## src/rtl/set_pkg.sv

```systemverilog
// Shared definitions for the SET job sequencer: field packing, modes,
// sequencer states and the job/result records carried through the FIFOs.
package set_pkg;
    localparam int COORD_W   = 4;
    localparam int CENTRAL_W = 24;
    localparam int RADIUS_W  = 12;
    localparam int MODE_W    = 2;
    localparam int TAG_W     = 4;
    localparam int CAND_W    = 8;

    // central = {xA, yA, xB, yB, unused}, radius = {rA, rB, unused}
    localparam int XA_LSB = 20;
    localparam int YA_LSB = 16;
    localparam int XB_LSB = 12;
    localparam int YB_LSB = 8;
    localparam int RA_LSB = 8;
    localparam int RB_LSB = 4;

    localparam logic [MODE_W-1:0] MODE_A   = 2'b00;
    localparam logic [MODE_W-1:0] MODE_AND = 2'b01;
    localparam logic [MODE_W-1:0] MODE_XOR = 2'b10;

    typedef enum logic [1:0] {
        ST_IDLE  = 2'd0,
        ST_ISSUE = 2'd1,
        ST_WAIT  = 2'd2,
        ST_COOL  = 2'd3
    } state_t;

    typedef struct packed {
        logic [CENTRAL_W-1:0] central;
        logic [RADIUS_W-1:0]  radius;
        logic [MODE_W-1:0]    mode;
        logic [TAG_W-1:0]     tag;
    } job_t;

    typedef struct packed {
        logic [CAND_W-1:0] candidate;
        logic [TAG_W-1:0]  tag;
        logic              err;
    } res_t;
endpackage

```

## src/rtl/set_sync_fifo.sv

```systemverilog
// Single-clock show-ahead FIFO: rd_data always presents the head entry.
// Push when full and pop when empty are ignored.
module set_sync_fifo #(
    parameter int WIDTH = 8,
    parameter int DEPTH = 4
) (
    input  logic                     clk,
    input  logic                     rst,
    input  logic                     push,
    input  logic [WIDTH-1:0]         wr_data,
    input  logic                     pop,
    output logic [WIDTH-1:0]         rd_data,
    output logic [$clog2(DEPTH):0]   count
);
    localparam int PTR_W = $clog2(DEPTH);

    logic [DEPTH-1:0][WIDTH-1:0] mem;
    logic [PTR_W-1:0]            wr_ptr;
    logic [PTR_W-1:0]            rd_ptr;
    logic                        full;
    logic                        empty;
    logic                        do_push;
    logic                        do_pop;

    assign full    = (count == (PTR_W+1)'(DEPTH));
    assign empty   = (count == '0);
    assign do_push = push && !full;
    assign do_pop  = pop && !empty;
    assign rd_data = mem[rd_ptr];

    // Pointers are exactly log2(DEPTH) bits, so they wrap modulo DEPTH.
    always_ff @(posedge clk or posedge rst) begin
        if (rst) begin
            mem    <= '0;
            wr_ptr <= '0;
            rd_ptr <= '0;
            count  <= '0;
        end else begin
            if (do_push) begin
                mem[wr_ptr] <= wr_data;
                wr_ptr      <= wr_ptr + 1'b1;
            end
            if (do_pop)
                rd_ptr <= rd_ptr + 1'b1;
            case ({do_push, do_pop})
                2'b10:   count <= count + 1'b1;
                2'b01:   count <= count - 1'b1;
                default: count <= count;
            endcase
        end
    end
endmodule

```

## src/rtl/set_job_sequencer.sv

```systemverilog
// Feeds buffered jobs to the SET counter one at a time and collects each
// count (or a timeout marker) into a result FIFO.
module set_job_sequencer import set_pkg::*; #(
    parameter int IN_DEPTH    = 4,
    parameter int OUT_DEPTH   = 4,
    parameter int TIMEOUT_CYC = 1023
) (
    input  logic                 clk,
    input  logic                 rst,
    input  logic                 job_valid,
    output logic                 job_ready,
    input  logic [CENTRAL_W-1:0] job_central,
    input  logic [RADIUS_W-1:0]  job_radius,
    input  logic [MODE_W-1:0]    job_mode,
    input  logic [TAG_W-1:0]     job_tag,
    output logic                 set_en,
    output logic [CENTRAL_W-1:0] set_central,
    output logic [RADIUS_W-1:0]  set_radius,
    output logic [MODE_W-1:0]    set_mode,
    input  logic                 set_busy,
    input  logic                 set_valid,
    input  logic [CAND_W-1:0]    set_candidate,
    output logic                 res_valid,
    input  logic                 res_ready,
    output logic [CAND_W-1:0]    res_candidate,
    output logic [TAG_W-1:0]     res_tag,
    output logic                 res_err
);
    localparam int TMR_W  = $clog2(TIMEOUT_CYC + 1);
    localparam int ICNT_W = $clog2(IN_DEPTH) + 1;
    localparam int OCNT_W = $clog2(OUT_DEPTH) + 1;

    job_t              job_in;
    job_t              job_head;
    res_t              res_in;
    res_t              res_head;
    logic [ICNT_W-1:0] in_count;
    logic [OCNT_W-1:0] out_count;
    state_t            state;
    logic [TMR_W-1:0]  timer;
    logic [TAG_W-1:0]  tag_q;
    logic              reserved;
    logic              job_push;
    logic              job_pop;
    logic              res_push;
    logic              res_pop;
    logic              slot_free;
    logic              timed_out;

    assign job_ready = (in_count != ICNT_W'(IN_DEPTH));
    assign job_push  = job_valid && job_ready;
    assign job_in    = '{central: job_central, radius: job_radius, mode: job_mode, tag: job_tag};

    assign res_valid     = (out_count != '0);
    assign res_pop       = res_valid && res_ready;
    assign res_candidate = res_head.candidate;
    assign res_tag       = res_head.tag;
    assign res_err       = res_head.err;

    // A slot counts as taken from issue until the result is written, so the
    // write in WAIT can never find the result FIFO full.
    assign slot_free = (out_count + OCNT_W'(reserved)) < OCNT_W'(OUT_DEPTH);
    assign job_pop   = (state == ST_IDLE) && (in_count != '0) && slot_free;
    assign timed_out = (timer == TMR_W'(TIMEOUT_CYC));
    assign res_push  = (state == ST_WAIT) && (set_valid || timed_out);

    // A real count wins over a timeout landing in the same cycle.
    always_comb begin
        res_in     = '0;
        res_in.tag = tag_q;
        if (set_valid)
            res_in.candidate = set_candidate;
        else
            res_in.err = 1'b1;
    end

    set_sync_fifo #(.WIDTH($bits(job_t)), .DEPTH(IN_DEPTH)) u_job_fifo (
        .clk     (clk),
        .rst     (rst),
        .push    (job_push),
        .wr_data (job_in),
        .pop     (job_pop),
        .rd_data (job_head),
        .count   (in_count)
    );

    set_sync_fifo #(.WIDTH($bits(res_t)), .DEPTH(OUT_DEPTH)) u_res_fifo (
        .clk     (clk),
        .rst     (rst),
        .push    (res_push),
        .wr_data (res_in),
        .pop     (res_pop),
        .rd_data (res_head),
        .count   (out_count)
    );

    always_ff @(posedge clk or posedge rst) begin
        if (rst) begin
            state       <= ST_IDLE;
            set_en      <= 1'b0;
            set_central <= '0;
            set_radius  <= '0;
            set_mode    <= '0;
            tag_q       <= '0;
            timer       <= '0;
            reserved    <= 1'b0;
        end else begin
            set_en <= 1'b0;
            case (state)
                ST_IDLE: begin
                    if (job_pop) begin
                        set_central <= job_head.central;
                        set_radius  <= job_head.radius;
                        set_mode    <= job_head.mode;
                        tag_q       <= job_head.tag;
                        reserved    <= 1'b1;
                        set_en      <= 1'b1;
                        state       <= ST_ISSUE;
                    end
                end
                ST_ISSUE: begin
                    timer <= '0;
                    state <= ST_WAIT;
                end
                ST_WAIT: begin
                    if (!timed_out)
                        timer <= timer + 1'b1;
                    if (res_push) begin
                        reserved <= 1'b0;
                        state    <= ST_COOL;
                    end
                end
                // en stays low here so SET can drop busy/valid/candidate.
                ST_COOL: state <= ST_IDLE;
                default: state <= ST_IDLE;
            endcase
        end
    end

    en_while_busy: assert property (@(posedge clk) disable iff (rst) set_en |-> !set_busy);
endmodule
```

## config.mk

```make
export PLATFORM = sky130hd
export DESIGN_NAME = set_job_sequencer
export DESIGN_NICKNAME = d
export VERILOG_FILES = /design/src/rtl/set_pkg.sv /design/src/rtl/set_sync_fifo.sv /design/src/rtl/set_job_sequencer.sv
export SDC_FILE = /design/constraint.sdc
export NUM_CORES = 1
export LEC_CHECK = 0
export BUFFER_PORTS_ARGS = -buffer_cell sky130_fd_sc_hd__buf_2
export CORE_ASPECT_RATIO = 1.2
export CORE_UTILIZATION = 55
export DETAILED_ROUTE_END_ITERATION = 16
export PLACE_DENSITY = 0.7
export SETUP_SLACK_MARGIN = 0.15
export SYNTH_ARGS = -nofsm -noshare
export SYNTH_HDL_FRONTEND = slang
export SYNTH_HIERARCHICAL = 1
export SYNTH_SLANG_ARGS = --single-unit
```

## constraint.sdc

```tcl
create_clock -name clk -period 10.9 [get_ports clk]
set_clock_uncertainty 0.1 [all_clocks]
set_input_delay 1.09 -clock clk [delete_from_list [all_inputs] [get_ports clk]]
set_output_delay 1.09 -clock clk [all_outputs]
set_load 0.03 [all_outputs]
```

==> impl_summary.md <==
Power
The combinational share of power is 38.2%. The cell leakage power is 6.31 nW. The net switching power figure is 0.00160 W.

Across the VDD grid, the largest voltage drop is 218 uV. The overall power of the completed layout is 0.00477 W. Cell internal power was estimated by the tool at 0.00317 W. The relative contribution of the clock network to total power is 19.7%.

For this design the ratio of total power to cell area is 330 nW/um^2. Sequential cells burn 42.2% of the power. The proportion of total power due to net switching is 33.5%.

Critical path
The critical path required time is 9.71 ns. The setup check on the worst reg-to-reg path leaves a slack of 7.92 ns. The category of the worst setup path launch point is a flop.

Data on the critical path arrives at its endpoint at 2.27 ns. The worst setup path is captured at an output pin. The startpoint of the worst setup timing path is u_res_fifo/rd_ptr[0]. In this run the worst path has a maximum fanout of 15.

The critical path is of the flop to output pin type. The worst flop-to-flop path startpoint is u_res_fifo/count[0].

Timing
The final cycle utilization of the critical path is 31.8%. After layout, the worst setup slack is 7.44 ns. Setup repair after global routing left no endpoint under its margin. The number of pins with negative max-slew slack in the final report came to 0. The number of endpoints failing setup at the final stage is 0. The worst pin sits at a relative slew slack of 20.0%. For this run, the top clock speed supported by timing is 289 MHz. Adding up every negative setup slack in the final design gives 0 ns.

The number of endpoints with negative hold slack in the final report is 0. The transition time of the tightest slew-check pin is 1.20 ns. The minimum period implied by the final worst setup slack is 3.46 ns.

Synth
After synthesis the netlist holds a flip-flop and latch count of 290. After Yosys synthesis, XOR and XNOR cells account for 0.885% of the synthesized area. Among all cell types in the netlist, the one instantiated most often is dfrtp_1. The cell taking the most area after synthesis is dfrtp_1. Sorting the synthesized cells by area gives the leading types as dfrtp_1, mux2_2, mux4_2. The area share of and/or/nand/nor cells after synthesis is 2.81%. The register area share after synthesis is 56.4%. Summing every instance area after synthesis gives 12,900 um^2. The warning count from the yosys run is 6. Yosys mapped the design onto 47 distinct sky130hd cell types. The combinational family with the most area after synthesis is multiplexers. The post-synth net total is 866. The post-synthesis mux area share is 33.1%. The number of enable flip-flop cells after synthesis is 0.

Ranked by instance count, the synthesized netlist is headed by dfrtp_1, mux2_2, mux4_2. The top cell type by area accounts for 56.4% of the synthesized area. Summing the areas of all compound-gate instances in the mapped netlist gives 1.56% of the synthesized area. In the synthesized netlist the dominant register cell turns out to be dfrtp_1. Synthesis handed over a netlist of 794 instances. The share of synthesized registers carrying an async set or reset is 100%. The synthesized netlist devotes 1.67% of its cell area to adder and majority cells. The average footprint of a synthesized cell is 16.2 um^2.

CTS
The maximum level of the CTS H-tree is 1. Hold repair after CTS inserted 0 buffers. Buffers inserted during clock tree synthesis total 29.

CTS placed an instance of clkbuf_16 at the clock tree root. Clock latency on the worst-skew pair, taken at its later pin, is 0.54 ns. The CTS sink count is 290. The clock tree from TritonCTS is done. Post-CTS timing repair inserted 0 buffers for setup. The number of buffers on the longest clock path is 3. The number of gates resized after CTS is 0. Clock-pin slew was measured on the worst setup and hold paths at 0.06 ns.

Cells and area
The post-route non-filler standard cell count is 1,234. The finished layout cell area is 14,500 um^2. Of the cells placed in the final design, the portion with a size suffix greater than 1 is 53.0%.

Compared with the post-synthesis result, the final layout area differs by 12.4%. In the final design database the tool counted 976 nets.

Drt
The remaining antenna violation count after routing is 0. In the final routed layout, each cell accounts on average for 20.9 um. The first-pass iteration count of the detailed router is 6. The number of violations reported at the end of detailed-routing iteration 0 is 221. For this run, design rule violations remaining after detail routing come to 0. The via count of the routed design is 6,986.

After detailed routing, the number of vias per cell comes to 5.66. The routed design has 25.8 mm of wire.

Run status
The run finished with clean final reports.

Global route
The global-route wire length before repair is 42.0 mm. The global-route usage over all layers is 22.7%. The largest net degree at the start of global routing is 99. The initial antenna violation count is 3. The via count of the first global-routing pass is 7,857.

For this run the aggregate overflow at the end of global routing stands at 0.

Placement
The post-placement worst setup slack is 7.70 ns. After detailed placement, the total cell area comes to 13,500 um^2. Once detailed placement completed, the half-perimeter wirelength came to 16.2 mm. Including well taps, the total number of placed cells is 1,182.

The number of I/O port buffers is 108. The final weighted congestion of routability-driven global placement is 0.762.

Die
The total area inside the core boundary comes to 22,700 um^2. The floorplan has 60 rows. The die is 170 um tall. The die area is 24,000 um^2. From left edge to right edge, the die measures 142 um. The number of top-level pins is 110.

The initial utilization of the core area, before any placement, comes to 56.7%.

Run
The max capacitance violation total is 0.

Hold path
The origin of the worst min-delay path is set_central[18]. The worst hold path belongs to the class flop to flop.
metrics by stage:
stage	hold WS [ns]	util (%)
2_1_floorplan	0.375	-
3_3_place_gp	0.365	59.7
3_5_place_dp	0.371	59.7
4_1_cts	0.385	63.6
5_1_grt	0.404	63.8
6_report	0.382	63.8
flip-flops by register name, summed over array words and instances (netlist names), 3 cells and up:
register and count:
u_res_fifo/count 3, u_res_fifo/mem 52, u_job_fifo/count 3, set_central 24
set_radius 12, timer 10, u_job_fifo/mem 168, tag_q 4
final timing paths:
path / end / cells after the start
setup reg to reg: set_radius[5] / 4
max in group asynchronous: u_job_fifo/rd_ptr[1] / 3
setup / recovery: res_tag[3] / 2
hold reg to reg: set_central[18] / 1
min in group asynchronous: u_res_fifo/rd_ptr[0] / 2
hold / removal: set_central[18] / 1
cells in the final DEF, fill, tap and decap left out, drive strengths merged, types with 10 or more instances in the layout:
| cell | count |
|---|---|
| dfrtp | 290 |
| mux4 | 55 |
| ha | 14 |
| and2 | 10 |
| clkbuf | 45 |
| nor2 | 13 |
| nand2 | 17 |
| mux2 | 265 |
| buf | 121 |
| inv | 19 |
routing by layer:
| layer | share of wire [%] | track usage [%] | wire length, um | up-vias |
|---|---|---|---|---|
| met5 | 0.039 | 0 | 10 | - |
| met4 | 2.2 | 7.01 | 562 | 2 |
| met3 | 3.6 | 3.27 | 923 | 42 |
| met2 | 53 | 40.8 | 13800 | 130 |
| met1 | 41 | 28.4 | 10500 | 3697 |
| li1 | - | - | - | 3115 |
kinds of logic (layout without fill, tap and decap cells):
logic type,count (synthesis),after routing
other,0,2
muxes,324,324
adders and majority gates,16,16
xor gates and xnor gates,13,13
DFF,290,290
buffers and inverters,61,189
AOI/OAI and AO/OA,24,24
and+or+nand+nor,66,66
power groups by stage:
stage	combinational (W)	clock, W	sequential [W]
final	0.00182	0.000938	0.00201
after global routing	0.00195	0.00100	0.00209
after CTS	0.00185	0.000960	0.00202
after detailed placement	0.00184	0	0.00203
after global placement	0.00176	0	0.00197
after floorplan	0.00145	0	0.00197
layout make-up:
type,count,area (um^2)
fillers,1647,8220
clock buffers,45,846
inverters,19,76.3
repair buffers,121,658
clock inverters,4,45.0
diodes,2,5.00
flip-flops and latches,290,7260
multi-input cells,443,5170
well taps,310,388
critical path, cell delays in order (launching register included):
cell and delay [ns]:
dfrtp_1 0.91, mux4_2 0.62, buf_2 0.20
Note: power is estimated with default switching activity, not from simulation.
